[src/rtl/trb_mem_port.sv]
// trb_mem_port: memory-side responder for the trace logger.
// Owns the trace array, generates the access strobe and the read/write allow
// signals, services one logger write per strobe, and zeroes the array on reset
// or on request while holding the logger off.
// Optional feature: define TRB_MEM_PARITY_EN to store an even-parity bit per
// word and raise a sticky PARITY_ERR_O when a read word fails its check.

package dtb_pkg;
    localparam int TRB_DEPTH = 16;
    localparam int TRB_WIDTH = 8;
endpackage

module trb_mem_port
    import dtb_pkg::*;
#(
    parameter int TURN_DIV = 2
) (
    input  logic                         CLK_I,
    input  logic                         RST_I,
    input  logic                         ENABLE_I,
    input  logic                         CLEAR_I,
    output logic                         RW_TURN_O,
    output logic                         WRITE_ALLOW_O,
    output logic                         READ_ALLOW_O,
    input  logic                         WRITE_I,
    input  logic [$clog2(TRB_DEPTH)-1:0] WRITE_PTR_I,
    input  logic [TRB_WIDTH-1:0]         DMEM_I,
    input  logic [$clog2(TRB_DEPTH)-1:0] READ_PTR_I,
    output logic [TRB_WIDTH-1:0]         DMEM_O,
    output logic                         BUSY_O,
    output logic                         PARITY_ERR_O
);

    localparam int PTR_W = $clog2(TRB_DEPTH);
    localparam int CNT_W = $clog2(TURN_DIV);

    localparam logic [PTR_W-1:0] LAST_ADDR = PTR_W'(TRB_DEPTH - 1);
    localparam logic [CNT_W-1:0] LAST_TURN = CNT_W'(TURN_DIV - 1);

    // Two-state controller: zeroing sweep, then normal service.
    localparam logic [0:0] ST_CLEAR = 1'b0;
    localparam logic [0:0] ST_RUN   = 1'b1;

`ifdef TRB_MEM_PARITY_EN
    localparam int MEM_W = TRB_WIDTH + 1;
`else
    localparam int MEM_W = TRB_WIDTH;
`endif

    logic [0:0]           state;
    logic [PTR_W-1:0]     clr_addr;
    logic [CNT_W-1:0]     turn_cnt;
    logic                 rw_turn;
    logic [TRB_WIDTH-1:0] rd_data;
    logic [MEM_W-1:0]     mem [TRB_DEPTH];
    logic [MEM_W-1:0]     wr_word;
    logic                 in_run;
    logic                 log_write;

    assign in_run        = (state == ST_RUN);
    assign BUSY_O        = (state == ST_CLEAR);
    assign READ_ALLOW_O  = in_run;
    assign WRITE_ALLOW_O = in_run & ENABLE_I;
    assign RW_TURN_O     = rw_turn;
    assign DMEM_O        = rd_data;

    // A logger write lands only in a strobe slot while writes are allowed.
    assign log_write = rw_turn & WRITE_I & WRITE_ALLOW_O;

`ifdef TRB_MEM_PARITY_EN
    // Even parity: the stored bit makes the XOR of the whole word zero.
    assign wr_word = {^DMEM_I, DMEM_I};
`else
    assign wr_word = DMEM_I;
`endif

    // Sweep controller: reset or a clear request restarts the sweep at address 0.
    // NOTE: clocked state uses non-blocking assignments so every register
    // samples pre-edge values regardless of statement order.
    always_ff @(posedge CLK_I or posedge RST_I) begin
        if (RST_I) begin
            state    <= ST_CLEAR;
            clr_addr <= '0;
        end else if (CLEAR_I) begin
            state    <= ST_CLEAR;
            clr_addr <= '0;
        end else if (state == ST_CLEAR) begin
            if (clr_addr == LAST_ADDR) begin
                state    <= ST_RUN;
                clr_addr <= '0;
            end else begin
                clr_addr <= clr_addr + 1'b1;
            end
        end
    end

    // Turn counter and registered strobe: one pulse per TURN_DIV enabled RUN cycles.
    always_ff @(posedge CLK_I or posedge RST_I) begin
        if (RST_I) begin
            turn_cnt <= '0;
            rw_turn  <= 1'b0;
        end else if (CLEAR_I || (state == ST_CLEAR)) begin
            turn_cnt <= '0;
            rw_turn  <= 1'b0;
        end else if (ENABLE_I) begin
            rw_turn  <= (turn_cnt == LAST_TURN);
            turn_cnt <= (turn_cnt == LAST_TURN) ? '0 : turn_cnt + 1'b1;
        end else begin
            // Disabled: counter holds, no new strobes.
            rw_turn  <= 1'b0;
        end
    end

    // Array write port: sweep zeroes one word per cycle, otherwise logger writes.
    // NOTE: the array deliberately has no reset; it stays a plain RAM and is
    // made defined by the zeroing sweep that follows every reset.
    always_ff @(posedge CLK_I) begin
        if (state == ST_CLEAR) begin
            mem[clr_addr] <= '0;
        end else if (log_write) begin
            mem[WRITE_PTR_I] <= wr_word;
        end
    end

    // Registered read: follows READ_PTR_I every RUN cycle, forced to zero while sweeping.
    always_ff @(posedge CLK_I or posedge RST_I) begin
        if (RST_I) begin
            rd_data <= '0;
        end else if (state == ST_RUN) begin
            rd_data <= mem[READ_PTR_I][TRB_WIDTH-1:0];
        end else begin
            rd_data <= '0;
        end
    end

`ifdef TRB_MEM_PARITY_EN
    logic parity_err;

    // Sticky parity flag: set by any RUN read whose word XORs to 1, cleared by a sweep.
    always_ff @(posedge CLK_I or posedge RST_I) begin
        if (RST_I) begin
            parity_err <= 1'b0;
        end else if (CLEAR_I || (state == ST_CLEAR)) begin
            parity_err <= 1'b0;
        end else if (^mem[READ_PTR_I]) begin
            parity_err <= 1'b1;
        end
    end

    assign PARITY_ERR_O = parity_err;
`else
    assign PARITY_ERR_O = 1'b0;
`endif

endmodule

[config.mk]
export PLATFORM = sky130hd
export DESIGN_NAME = trb_mem_port
export DESIGN_NICKNAME = d
export VERILOG_FILES = /design/src/rtl/trb_mem_port.sv
export SDC_FILE = /design/constraint.sdc
export NUM_CORES = 1
export LEC_CHECK = 0
export CORE_MARGIN = 5
export CORE_UTILIZATION = 50
export CTS_CLUSTER_DIAMETER = 40
export DETAILED_ROUTE_END_ITERATION = 12
export PLACE_DENSITY = 0.73
export SKIP_LAST_GASP = 1
export SLEW_MARGIN = 40
export SYNTH_ARGS = -nofsm -noshare
export SYNTH_HDL_FRONTEND = slang
export SYNTH_SLANG_ARGS = --single-unit
[constraint.sdc]
create_clock -name CLK_I -period 2.4 [get_ports CLK_I]
set_clock_uncertainty 0.1 [all_clocks]
set_input_delay 0.48 -clock CLK_I [delete_from_list [all_inputs] [get_ports CLK_I]]
set_output_delay 0.48 -clock CLK_I [all_outputs]
set_load 0.01 [all_outputs]
==> summary.md <==
| Metric | Value |
|---|---|
| Worst r2r dst | mem[1][0]$_DFFE_PP_ |
| Share of power burned in registers | 47.3% |
| Syn_area_per_cell | 19.3 um^2 |
| Skew-Pair Late Insertion Delay | 410 ps |
| Worst Setup End Kind | output port |
| Synth top area share | 67.7% |
| Cts hold-fix bufs | 0 |
| HP Class | in2async |
| DRT Pass-1 Iters | 4 |
| # clock sinks | 143 |
| Cell area after layout | 6950 um^2 |
| Setup TNS | 0 ps |
| GRT Total Usage | 18.5% |
| Total gr overflow | 0 |
| Synthesized Nets | 317 |
| Pwr per Cell Area | 838 nW/um^2 |
| Final std cells w/o fill | 515 |
| Ys Warns | 0 |
| Leakage Power | 2.63 nW |
| Clock transition at path regs | 60 ps |
| Max Cap Viol | 0 |
| Clock Power Share | 48.2% |
| Core outline area | 11300 um^2 |
| Post-route DRC | 0 |
| Final setup fails | 0 |
| Crit path kind | in2out |
| Register-to-Register Path Depth | 6 |
| Largest net degree at the start of global routing | 29 |
| Post-synth top area cell | edfxtp_1 |
| I/O pins | 34 |
| CTS HTree Levels | 4 |
| Switching part of the total | 19.2% |
| Synth unique cells | 38 |
| Sequential area share after synthesis | 74.3% |
| Critical path required time | 1820 ps |
| Avg WL per Cell | 22.0 um |
| Fmax | 0.432 GHz |
| Final period utilization | 96.4% |
| DPL Wire Length | 7600 um |
| Vias in the first global route | 3034 |
| Remaining antenna violation count | 0 |
| Worst EP arrival | 1730 ps |
| Startpoint types | primary input |
| Area post-placement | 6310 um^2 |
| DIE AREA | 13600 um^2 |
| Initial antenna violation count | 0 |
| Max clock buf depth | 2 |
| Mapped Cells | 295 |
| Worst Max-Slew Pin Slew | 624 ps |
| Via count | 2885 |
| Clock Tree Root | clkbuf_16 |
| Core Util, Final | 61.7% |
| Post-synth ARST share | 10.5% |
| Antenna Cells | 0 |
| Synth top cells by count | edfxtp_1 (128), mux4_2 (28), nor2_1 (25) |
| Cell Rows | 39 |
| Main synth FF type | edfxtp_1 |
| # resized after CTS | 0 |
| Final GP Congestion | 0.789 |
| Vias per Instance | 5.60 |
| Top post-synthesis cells by area | edfxtp_1 (68%), mux4_2 (11%), dfrtp_1 (6.6%), mux2i_1 (3.0%), nor2_1 (1.7%) |
| Critical-path maximum fanout | 3 |
| Top-count cell post-synth | edfxtp_1 |
| Status | completed |
| Dpl cells | 483 |
| Height of the die | 117 um |
| CTS Buf Count | 17 |
| Unrepaired setup endpoints after global routing | false |
| Synthesis-stage register bit count | 143 |
| Fin nets | 381 |
| Layout area overhead | 22.4% |
| FF-to-FF setup slack | 430 ps |
| First-pass GRT wire length | 17600 um |
| Switching pwr | 1.12 mW |
| Peak supply drop | 407 uV |
| Slew Limit Headroom | 58.4% |
| TritonCTS clock tree | built |
| Comb power frac | 4.5% |
| Post-CTS Setup Bufs | 0 |
| Final hold violation count | 0 |
| Post-synth EDFFs | 128 |
| DRT iter0 DRCs | 254 |
| Final Critical Period | 2310 ps |
| Total power | 5.82 mW |
| Power Internal | 4.71 mW |
| Synthesized cell area | 5680 um^2 |
| Die W | 117 um |
| Final WL | 11300 um |
| Fraction of layout cells with a size suffix above 1 | 23.1% |
| Worst r2r src | READ_ALLOW_O$_DFF_PP0_ |
| Starting Density | 50.4% |
| Final-report max-slew violation count | 0 |
| Port Buffers | 32 |
## worst max-delay path by stage
stage | start | endpoint | slack, ps
global placement | ENABLE_I | mem[5][6]$_DFFE_PP_ | 30
detailed placement | ENABLE_I | mem[5][6]$_DFFE_PP_ | -7
finish | ENABLE_I | WRITE_ALLOW_O | 90
global route | ENABLE_I | WRITE_ALLOW_O | 40
CTS | ENABLE_I | WRITE_ALLOW_O | 80
floorplan | ENABLE_I | mem[1][0]$_DFFE_PP_ | 340
## power groups by stage
| stage | sequential (mW) | combinational (mW) | clock [mW] |
|---|---|---|---|
| 2_1_floorplan | 2.80 | 0.162 | 0 |
| 3_3_place_gp | 2.80 | 0.254 | 0 |
| 3_5_place_dp | 2.81 | 0.261 | 0 |
| 4_1_cts | 2.75 | 0.263 | 2.85 |
| 5_1_grt | 2.76 | 0.281 | 2.97 |
| 6_report | 2.75 | 0.259 | 2.81 |
## flip-flops by register name, summed over array words and instances, names as in the netlist
signal / flops
DMEM_O: 8
READ_ALLOW_O: 1
RW_TURN_O: 1
clr_addr: 4
mem: 128
turn_cnt: 1
## layout by cell type, fill, tap and decap left out, types with 11 or more instances in the layout
cell type	synthesis	final
edfxtp_1	128	128
clkdlybuf4s50_1	0	31
mux4_2	28	28
nor2_1	25	25
buf_4	3	23
mux2i_1	17	17
clkbuf_16	0	17
dfrtp_1	15	15
and2_1	11	11
## worst max-delay path, stage by stage
cell and delay (ps):
clkdlybuf4s50_1 470, buf_4 120, and2_1 120, clkdlybuf4s50_1 540
## cell type report
type,instances,area (um^2)
Fill cell,784,4320
Sequential cell,143,4220
Multi-Input combinational cell,134,1340
Timing Repair Buffer,58,548
Clock buffer,18,429
Clock inverter,14,215
Tap cell,143,179
Inverter,5,18.8
## cell families after synthesis
logic type,Yosys count,share of synthesized area [%]
simple gates,58,5.20
xor+xnor,2,0.308
fa+ha+maj,1,0.220
compound gates,26,3.26
buf+inv,18,2.11
mux,46,14.6
other cells,1,0.0660
flops,143,74.3
## through the flow
step | hold slack (ps) | setup WS (ps)
detailed placement | 429 | -6.92
finish | 355 | 85.8
global placement | 431 | 29.4
CTS | 373 | 76.2
floorplan | 281 | 343
global route | 401 | 35.1
## per-layer routing
layer  part of all wire [%]  vias to the layer above  GRT usage [%]
met4                    1.4                        0           6.88
met1                     42                     1466           25.3
met3                    6.1                       11           4.35
li1                       -                     1316              -
met2                     50                       92           29.3
met5                      0                        -              0
(Power assumes the default switching activity.)
